File: src/rtl/cd_local_reply_dispatch_pkg.sv
// Shared mesh definitions for the local reply dispatcher: header field positions and default quadrant map.
// The optional per-router performance counters are enabled by defining CD_DISPATCH_PERF_EN.
package cd_local_reply_dispatch_pkg;
    localparam int CD_HXO = 55;
    localparam int CD_HXW = 4;
    localparam int CD_HYO = 51;
    localparam int CD_HYW = 4;

    // Default quadrant map: r0=(0,0), r1=(1,0), r2=(0,1), r3=(1,1)
    localparam logic [15:0] CD_RTR_X_DEF = 16'h1010;
    localparam logic [15:0] CD_RTR_Y_DEF = 16'h1100;
endpackage

File: src/rtl/cd_rr_arb.sv
// Round-robin arbiter over N requesters; the pointer advances past the winner only when a grant is issued.
module cd_rr_arb #(
    parameter int N = 2
) (
    input  logic         clk,
    input  logic         reset,
    input  logic [N-1:0] req,
    input  logic         en,
    output logic [N-1:0] grant
);
    localparam int PW = (N > 1) ? $clog2(N) : 1;

    logic [PW-1:0] ptr;
    logic [PW-1:0] ptr_nxt;
    logic          found;

    always_comb begin
        grant   = '0;
        ptr_nxt = ptr;
        found   = 1'b0;
        for (int k = 0; k < N; k++) begin
            for (int j = 0; j < N; j++) begin
                if (en && !found && req[j] && (j == (int'(ptr) + k) % N)) begin
                    grant[j] = 1'b1;
                    ptr_nxt  = PW'((j + 1) % N);
                    found    = 1'b1;
                end
            end
        end
    end

    always_ff @(posedge clk or posedge reset) begin
        if (reset) begin
            ptr <= '0;
        end else begin
            ptr <= ptr_nxt;
        end
    end
endmodule

File: src/rtl/cd_local_reply_dispatch.sv
// Registered local reply dispatcher: decodes Hx/Hy, arbitrates per router, one-entry valid/ready slot per router.
// Define CD_DISPATCH_PERF_EN to add per-router delivery/stall counters (dlv_cnt, stall_cnt).
module cd_local_reply_dispatch
    import cd_local_reply_dispatch_pkg::*;
#(
    parameter int                      DATA_W  = 64,
    parameter int                      NUM_IN  = 2,
    parameter int                      NUM_RTR = 4,
    parameter int                      HXO     = CD_HXO,
    parameter int                      HXW     = CD_HXW,
    parameter int                      HYO     = CD_HYO,
    parameter int                      HYW     = CD_HYW,
    parameter logic [NUM_RTR*HXW-1:0]  RTR_X   = CD_RTR_X_DEF,
    parameter logic [NUM_RTR*HYW-1:0]  RTR_Y   = CD_RTR_Y_DEF
) (
    input  logic                      clk,
    input  logic                      reset,
    input  logic [NUM_IN-1:0]         in_vld,
    output logic [NUM_IN-1:0]         in_rdy,
    input  logic [NUM_IN*DATA_W-1:0]  in_data,
    output logic [NUM_RTR-1:0]        out_vld,
    input  logic [NUM_RTR-1:0]        out_rdy,
    output logic [NUM_RTR*DATA_W-1:0] out_data,
`ifdef CD_DISPATCH_PERF_EN
    output logic [NUM_RTR*16-1:0]     dlv_cnt,
    output logic [NUM_RTR*16-1:0]     stall_cnt,
`endif
    output logic                      err_miss,
    output logic [7:0]                miss_cnt
);
    localparam int RTR_W = (NUM_RTR > 1) ? $clog2(NUM_RTR) : 1;

    function automatic logic [7:0] sat_add8(input logic [7:0] a, input logic [3:0] n);
        logic [8:0] s;
        s = {1'b0, a} + {5'd0, n};
        return s[8] ? 8'hFF : s[7:0];
    endfunction

    logic [NUM_IN-1:0]                     hit_any;
    logic [NUM_IN-1:0][RTR_W-1:0]          tgt;
    logic [NUM_IN-1:0]                     miss;
    logic [NUM_RTR-1:0][NUM_IN-1:0]        req;
    logic [NUM_RTR-1:0][NUM_IN-1:0]        gnt;
    logic [NUM_RTR-1:0]                    slot_free;
    logic [NUM_RTR-1:0][DATA_W-1:0]        ld_data;
    logic [NUM_IN-1:0]                     gnt_in;
    logic [3:0]                            n_miss;

    logic [NUM_RTR-1:0]                    vld_p1;
    logic [NUM_RTR-1:0][DATA_W-1:0]        data_p1;
    logic                                  err_p1;
    logic [7:0]                            cnt_p1;

    // Stage p0: header decode, lowest matching router wins
    always_comb begin
        hit_any = '0;
        tgt     = '0;
        miss    = '0;
        req     = '0;
        for (int i = 0; i < NUM_IN; i++) begin
            for (int r = NUM_RTR - 1; r >= 0; r--) begin
                if ((in_data[i*DATA_W + HXO - HXW + 1 +: HXW] == RTR_X[r*HXW +: HXW]) &&
                    (in_data[i*DATA_W + HYO - HYW + 1 +: HYW] == RTR_Y[r*HYW +: HYW])) begin
                    hit_any[i] = 1'b1;
                    tgt[i]     = RTR_W'(r);
                end
            end
            miss[i] = in_vld[i] & ~hit_any[i];
            for (int r = 0; r < NUM_RTR; r++) begin
                req[r][i] = in_vld[i] & hit_any[i] & (tgt[i] == RTR_W'(r));
            end
        end
    end

    assign slot_free = ~vld_p1 | out_rdy;

    for (genvar r = 0; r < NUM_RTR; r++) begin : g_arb
        cd_rr_arb #(.N(NUM_IN)) u_arb (
            .clk   (clk),
            .reset (reset),
            .req   (req[r]),
            .en    (slot_free[r] & ~reset),
            .grant (gnt[r])
        );
    end

    always_comb begin
        ld_data = '0;
        gnt_in  = '0;
        n_miss  = '0;
        for (int r = 0; r < NUM_RTR; r++) begin
            for (int i = 0; i < NUM_IN; i++) begin
                if (gnt[r][i]) begin
                    ld_data[r] = ld_data[r] | in_data[i*DATA_W +: DATA_W];
                    gnt_in[i]  = 1'b1;
                end
            end
        end
        for (int i = 0; i < NUM_IN; i++) begin
            if (miss[i]) n_miss = n_miss + 4'd1;
        end
    end

    assign in_rdy = reset ? '0 : (gnt_in | miss);

    // Stage p1: per-router output slot and miss bookkeeping
    always_ff @(posedge clk or posedge reset) begin
        if (reset) begin
            vld_p1  <= '0;
            data_p1 <= '0;
            err_p1  <= 1'b0;
            cnt_p1  <= '0;
        end else begin
            for (int r = 0; r < NUM_RTR; r++) begin
                if (|gnt[r]) begin
                    vld_p1[r]  <= 1'b1;
                    data_p1[r] <= ld_data[r];
                end else if (out_rdy[r]) begin
                    vld_p1[r]  <= 1'b0;
                end
            end
            if (|miss) begin
                err_p1 <= 1'b1;
                cnt_p1 <= sat_add8(cnt_p1, n_miss);
            end
        end
    end

    assign out_vld  = vld_p1;
    assign out_data = data_p1;
    assign err_miss = err_p1;
    assign miss_cnt = cnt_p1;

`ifdef CD_DISPATCH_PERF_EN
    logic [NUM_RTR-1:0][15:0] dlv_p1;
    logic [NUM_RTR-1:0][15:0] stall_p1;

    always_ff @(posedge clk or posedge reset) begin
        if (reset) begin
            dlv_p1   <= '0;
            stall_p1 <= '0;
        end else begin
            for (int r = 0; r < NUM_RTR; r++) begin
                if (vld_p1[r] && out_rdy[r])  dlv_p1[r]   <= dlv_p1[r] + 16'd1;
                if (vld_p1[r] && !out_rdy[r]) stall_p1[r] <= stall_p1[r] + 16'd1;
            end
        end
    end

    assign dlv_cnt   = dlv_p1;
    assign stall_cnt = stall_p1;
`endif
endmodule

File: config.mk
export PLATFORM = sky130hd
export DESIGN_NAME = cd_local_reply_dispatch
export DESIGN_NICKNAME = d
export VERILOG_FILES = /design/src/rtl/cd_local_reply_dispatch_pkg.sv /design/src/rtl/cd_rr_arb.sv /design/src/rtl/cd_local_reply_dispatch.sv
export SDC_FILE = /design/constraint.sdc
export NUM_CORES = 1
export LEC_CHECK = 0
export BUFFER_PORTS_ARGS = -buffer_cell sky130_fd_sc_hd__buf_2
export CORE_UTILIZATION = 30
export DETAILED_ROUTE_END_ITERATION = 16
export HOLD_SLACK_MARGIN = 0.15
export PLACE_DENSITY = 0.54
export SYNTH_ARGS = -nofsm -noshare
export SYNTH_HDL_FRONTEND = slang
export SYNTH_SLANG_ARGS = --single-unit
File: constraint.sdc
create_clock -name clk -period 7.8 [get_ports clk]
set_clock_uncertainty 0.1 [all_clocks]
set_input_delay 0.78 -clock clk [delete_from_list [all_inputs] [get_ports clk]]
set_output_delay 0.78 -clock clk [all_outputs]
set_load 0.02 [all_outputs]
==> flow_summary.yaml, run 1 <==
synth:
  synth_fa_ha_area_share_pct: 0.595
  synthFlopType: "dfrtp_1"
  synth_cell_types: 51
  synth_xor_area_share_pct: 0.298
  synthCells: 1168
  yosysSeqAreaShare_pct: 58.0
  synth.avg_cell_area_um2: 10.1
  synth_edf_count: 0
  synth_top_family_by_area: "simple AND/OR/NAND/NOR gates"
  synth-compound-area-share_pct: 15.8
  synth_mux_area_share_pct: 0.372
  synthSimpleGateAreaFrac_pct: 21.5
  yosysWarnings: 0
  synth_top_area_cell: "dfrtp_1"
  synth.most_common_cell: "dfrtp_1"
  async_reset_ff_share_pct: 100
  netlist_area_um2: 11800
  synthTopCellsByArea: "dfrtp_1 (58%), nor2_1 (7.4%), nand2_1 (4.2%)"
  synth_commonest_cells: "dfrtp_1 (273), nor2_1 (233), nand2_1 (131)"
  yosysTopAreaCellShare_pct: 58.0
  syn_nets: 1309
  ys_ff_latch: 273
routing:
  routed_via_density: 5.01
  wl_per_cell_um: 20.4
  drt_iter0_drc: 412
  wl_um: 42800
  drc: 0
  dr.pass1.iters: 5
  ant_nets: 0
  via_count: 10500
clocking:
  cts_buffer_depth: 3
  cts-htree-levels: 2
  cts_resized: 0
  cts.clk_slew.worst_paths_ps: 50
  post_cts_buffers: 0
  postCtsHoldBufs: 0
  cts_buffers: 34
  cts_tree: "done"
  clock-root-buffer: "clkbuf_16"
  insertion_delay_ps: 530
  clock-sinks: 273
final_layout:
  seqCellArea_um2: 6830
  syn2layout_area_growth_pct: 31.0
  fillers: 3910
  final_cell_area_um2: 15400
  antenna_cells: 0
  finalNetCount: 1693
  layout-drive-gt1-share_pct: 31.7
  multi_input_area_um2: 4640
floorplanning:
  die_area_um2: 40000
  die_w_um: 200
  ios: 407
  core.rowCount: 72
  fp.dieH_um: 200
  core-area_um2: 38600
  start_util_pct: 30.5
power:
  p_leak_nw: 8.83
  peakVddDrop_uv: 130
  p_per_area_nw_per_um2: 239
  finalPower_mw: 3.68
place:
  place_area_um2: 14300
  dp_hpwl_um: 27800
  portBuffers: 406
  gp_congestion: 0.849
  pre_cts_slack_ps: 3690
sta:
  timing.hold.ws_ps: 359
  rsz0062_at_grt: "false"
  fin_crit_sh_pct: 52.6
  period_minus_slack_ps: 4100
  clock.fmax_mhz: 244
  slew_viol_final: 0
  fin_ws_ps: 3700
  setup_viol: 0
  hold_viol: 0
  max_slew.worst_pin.slew_ps: 1020
  slew_headroom_pct: 32.2
  finalSetupTns_ps: 0
hold_path:
  hold_end: "out_data[162]$_DFFE_PP0P_"
  hold_path.startpoint: "out_data[162]$_DFFE_PP0P_"
  hold_depth: 2
  hp-class: "flip-flop to flip-flop"
grt:
  grt_pass1_wl_um: 64200
  grtUsageTotal_pct: 21.2
  use_met3_pct: 7.26
  grt_start_max_net_pins: 132
  grt-busiest-layer: "met2"
  grt_pass1_vias: 10600
  met1_usage_pct: 26.7
  grt_overflow: 0
  use_met2_pct: 34.7
  antenna_found_initial: 2
job:
  drv_cap: 0
run_status:
  outcome: "completed"
critical_path:
  worstReg2RegStart: "out_vld[0]$_DFFE_PP0P_"
  r2r_slack_ps: 5010
  crit_required_ps: 6920
  critPathArrivalTime_ps: 3220
  reg2reg_depth: 7
  worstSetupPathType: "input pin to output pin"
  path_max_fanout: 57
  end_kind: "output pin"
  r2r-end: "out_data[61]$_DFFE_PP0P_"
  startpoint_type: "input pin"
## kinds of logic (layout without fill, tap and decap cells)
group | count (synthesis) | in the layout
and+or+nand+nor | 552 | 552
AOI/OAI and AO/OA | 247 | 247
muxes | 4 | 4
xor gates and xnor gates | 4 | 4
DFF | 273 | 273
buffers and inverters | 83 | 491
adders and majority gates | 5 | 5
## worst max-delay path, cell delays in order
cell      delay (ps)
buf_2            110
nor4_4           500
nand4_1          260
o311ai_4         260
buf_4            690
o31ai_1          160
o31a_1           290
buf_2            160
## cell type report
class / instances / share of cell area (%)
tap: 518 / 4.20
timing repair buffer: 422 / 14.0
multi-input combinational: 812 / 30.1
clock buffer: 46 / 6.21
inverter: 9 / 0.244
sequential: 273 / 44.3
clock inverter: 14 / 0.885
## registers in the layout, indices dropped and copies added, names as in the netlist
signal	flops
out_data	256
out_vld	4
err_miss	1
g_arb.u_arb.ptr	4
miss_cnt	8
## worst max-delay path by stage
stage / startpoint / end / slack, ps / cells past startpoint
2_1_floorplan: reset / in_rdy[1] / 1720 / 2
3_3_place_gp: in_data[50] / in_rdy[1] / 3730 / 8
3_5_place_dp: in_data[50] / in_rdy[1] / 3690 / 8
4_1_cts: in_data[50] / in_rdy[1] / 3690 / 8
5_1_grt: in_data[50] / in_rdy[1] / 3520 / 8
6_report: in_data[50] / in_rdy[1] / 3700 / 8
## placed cells by master (no fill, tap or decap), types with 2 or more instances in the layout
| cell | Yosys | final |
|---|---|---|
| nor3_1 | 59 | 59 |
| clkinv_2 | 0 | 7 |
| bufinv_16 | 0 | 2 |
| a21o_1 | 57 | 56 |
| a311oi_4 | 0 | 2 |
| inv_6 | 0 | 2 |
| o21ai_0 | 4 | 4 |
| o22ai_1 | 56 | 56 |
| a21oi_1 | 2 | 2 |
| inv_1 | 9 | 8 |
| mux2_2 | 3 | 3 |
| nor4b_1 | 2 | 2 |
| or2_2 | 1 | 2 |
| o2111a_2 | 0 | 2 |
| ha_1 | 4 | 4 |
| nand3_1 | 7 | 7 |
| and2_1 | 29 | 29 |
| clkinvlp_4 | 0 | 3 |
| nor2b_1 | 61 | 61 |
| o21ai_4 | 0 | 2 |
| a22o_1 | 56 | 56 |
| o31a_1 | 2 | 2 |
| xor2_1 | 3 | 3 |
| nand2b_1 | 8 | 8 |
| nor2_1 | 233 | 232 |
| clkbuf_16 | 0 | 35 |
| buf_2 | 26 | 406 |
| and3_1 | 2 | 2 |
| o31ai_1 | 3 | 2 |
| clkbuf_1 | 33 | 7 |
| and4_1 | 2 | 2 |
| nand2_1 | 131 | 131 |
| nand4_1 | 7 | 7 |
| buf_4 | 11 | 15 |
| a22oi_1 | 56 | 56 |
| dfrtp_1 | 273 | 273 |
| clkbuf_8 | 0 | 4 |
## where the power goes
group | switching [mW] | total (mW) | internal [mW] | leakage [nW]
combinational | 0.343 | 0.519 | 0.176 | 4.57
sequential | 0.0747 | 1.60 | 1.52 | 3.72
clock | 0.630 | 1.56 | 0.931 | 0.537
## through the flow
step | util [%] | std cells
after floorplan | - | 1168
after global placement | 37.1 | 2034
after detailed placement | 37.1 | 2034
after CTS | 39.9 | 2094
after global routing | 39.9 | 2094
final | 39.9 | 2094
## metal layers
layer,up-vias,wire [um]
li1,4802,-
met1,5200,17700
met2,439,20200
met3,50,4220
met4,4,692
met5,-,23
(Power assumes the default switching activity.)
==> run 2: changes to the inputs <==
==> constraint.sdc (replaced) <==
create_clock -name clk -period 3.7 [get_ports clk]
set_clock_uncertainty 0.1 [all_clocks]
set_input_delay 0.37 -clock clk [delete_from_list [all_inputs] [get_ports clk]]
set_output_delay 0.37 -clock clk [all_outputs]
set_load 0.02 [all_outputs]
==> run 2 against run 1 <==
Effect of this change:
- cell count increased by 8.6%
- wire length increased by 5.5%
- register-to-register slack got worse by 4100 ps
- final area increased by 12%
- clock power increased by 120%
- worst hold slack got worse by 150 ps
- non-clock buffer count increased by 181
- first-iteration DRC count increased by 44%
- via count increased by 7.3%
- highest routed layer is now met4
==> flow_summary.yaml, run 2 (synthesized netlist as in run 1, its figures left out) <==
run_status:
  outcome: "completed"
critical_path:
  crit_family: "buffers and inverters"
  worstSetupPathType: "input pin to flip-flop"
  path_depth: 9
  crit_required_ps: 4050
  reg2reg_depth: 7
  startpoint_type: "input pin"
  end_kind: "flip-flop"
  crit_chain: "dlygate4sd3_1 -> buf_2 -> nor4b_1 -> and4_1 -> a211o_2 -> buf_4 -> nor2_1 -> nor2_1 -> dlygate4sd3_1"
  slowest_delay_ps: 650
  slowest_stage: "buf_4"
  worst-path-buf-inv: 4
  critPathArrivalTime_ps: 3720
  path_max_fanout: 56
routing:
  dr.pass1.iters: 5
  wl_um: 45100
  drt_iter0_drc: 592
  wl_per_cell_um: 19.9
  via_count: 11300
  ant_nets: 0
  drc: 0
  routed_via_density: 4.95
grt:
  grtUsageTotal_pct: 22.2
  grt_start_max_net_pins: 161
  grt_pass1_vias: 11500
  grt_pass1_wl_um: 67600
  grt_overflow: 0
  antenna_found_initial: 0
job:
  drv_cap: 0
final_layout:
  syn2layout_area_growth_pct: 47.0
  utilization_pct: 44.8
  final_cell_mix: "buf_2 (406), dfrtp_1 (273), nor2_1 (232)"
  seqCellArea_um2: 6830
  final_common_cell: "buf_2"
  antenna_cells: 0
  finalNetCount: 1874
  multi_input_area_um2: 4640
  final_cell_area_um2: 17300
  layout-drive-gt1-share_pct: 28.5
  largest_register_ffs: 256
  fillers: 3723
clocking:
  cts.clk_slew.worst_paths_ps: 60
  cts_buffer_depth: 3
  post_cts_buffers: 0
  insertion_delay_ps: 510
  cts_buffers: 34
  cts_tree: "done"
  clock-root-buffer: "clkbuf_16"
  postCtsHoldBufs: 176
  cts_resized: 0
  clock-sinks: 273
  cts-htree-levels: 2
power:
  peakVddDrop_uv: 304
  p_per_area_nw_per_um2: 464
  swShare_pct: 27.5
  p_sw_mw: 2.21
  seqPwrFrac_pct: 41.9
  p_leak_nw: 9.61
  internal_power_mw: 5.82
  p_comb_share_pct: 15.4
  clockPowerShare_pct: 42.8
sta:
  max_slew.worst_pin.slew_ps: 1000
  setup_viol: 0
  timing.hold.ws_ps: 212
  period_minus_slack_ps: 3360
  slew_viol_final: 0
  fin_crit_sh_pct: 90.9
  clock.fmax_mhz: 297
  slew_headroom_pct: 33.1
  finalSetupTns_ps: 0
  rsz0062_at_grt: "false"
  hold_viol: 0
hold_path:
  hold_depth: 4
  hp-class: "input pin to flip-flop"
floorplanning:
  core-area_um2: 38600
  start_util_pct: 30.5
  die_area_um2: 40000
  ios: 407
  core.rowCount: 72
  fp.dieH_um: 200
  die_w_um: 200
place:
  gp_congestion: 0.846
  dp_hpwl_um: 27800
  portBuffers: 406
  place_area_um2: 14400
[run 2: cell count changes in the layout (fill, tap and decap cells not counted), sizes merged]
cell,delta
dlygate4sd3,+176
buf,+5
clkinvlp,-2
clkinv,-5
bufinv,+2
clkbuf,+4
[run 2: final timing paths]
path	from	endpoint	slack, ps
min reg2reg	out_data[150]$_DFFE_PP0P_	out_data[150]$_DFFE_PP0P_	360
max in group asynchronous	reset	out_data[3]$_DFFE_PP0P_	2040
max reg2reg	out_vld[1]$_DFFE_PP0P_	out_data[121]$_DFFE_PP0P_	900
max	reset	out_data[67]$_DFFE_PP0P_	340
min in group asynchronous	reset	out_data[97]$_DFFE_PP0P_	630
min	in_data[49]	g_arb[0].u_arb.ptr$_DFFE_PP0P_	210
[run 2: worst min-delay path, delay by kind of cell]
| kind | cells | cell delay [ps] |
|---|---|---|
| and+or+nand+nor | 2 | 190 |
| AOI/OAI and AO/OA | 1 | 110 |
| buffers and inverters | 1 | 100 |
[run 2: layout make-up]
class	instances	share of cell area, %
Sequential cell	273	39.5
Multi-Input combinational cell	812	26.8
Timing Repair Buffer	603	23.2
Clock buffer	50	5.68
Tap cell	518	3.75
Clock inverter	9	0.882
Inverter	9	0.217
[run 2: metrics by stage]
step | setup WS, ps | total power, mW | instances
2_1_floorplan | -1560 | 3.98 | 1168
3_3_place_gp | 541 | 4.49 | 2039
3_5_place_dp | 508 | 4.50 | 2039
4_1_cts | 436 | 8.10 | 2274
5_1_grt | 134 | 8.34 | 2274
6_report | 337 | 8.02 | 2274
[run 2: power by group through the flow]
stage | sequential (mW) | clock (mW) | combinational (mW)
after floorplan | 3.66 | 0 | 0.318
after global placement | 3.41 | 0 | 1.08
after detailed placement | 3.41 | 0 | 1.09
after CTS | 3.36 | 3.51 | 1.23
after global routing | 3.39 | 3.61 | 1.34
final | 3.36 | 3.43 | 1.23
[run 2: layer usage]
layer  track usage, %  share of wire [%]
met1             27.4                 41
met5                0                  0
met4             8.43                3.5
met3             6.01                8.7
met2             36.9                 47
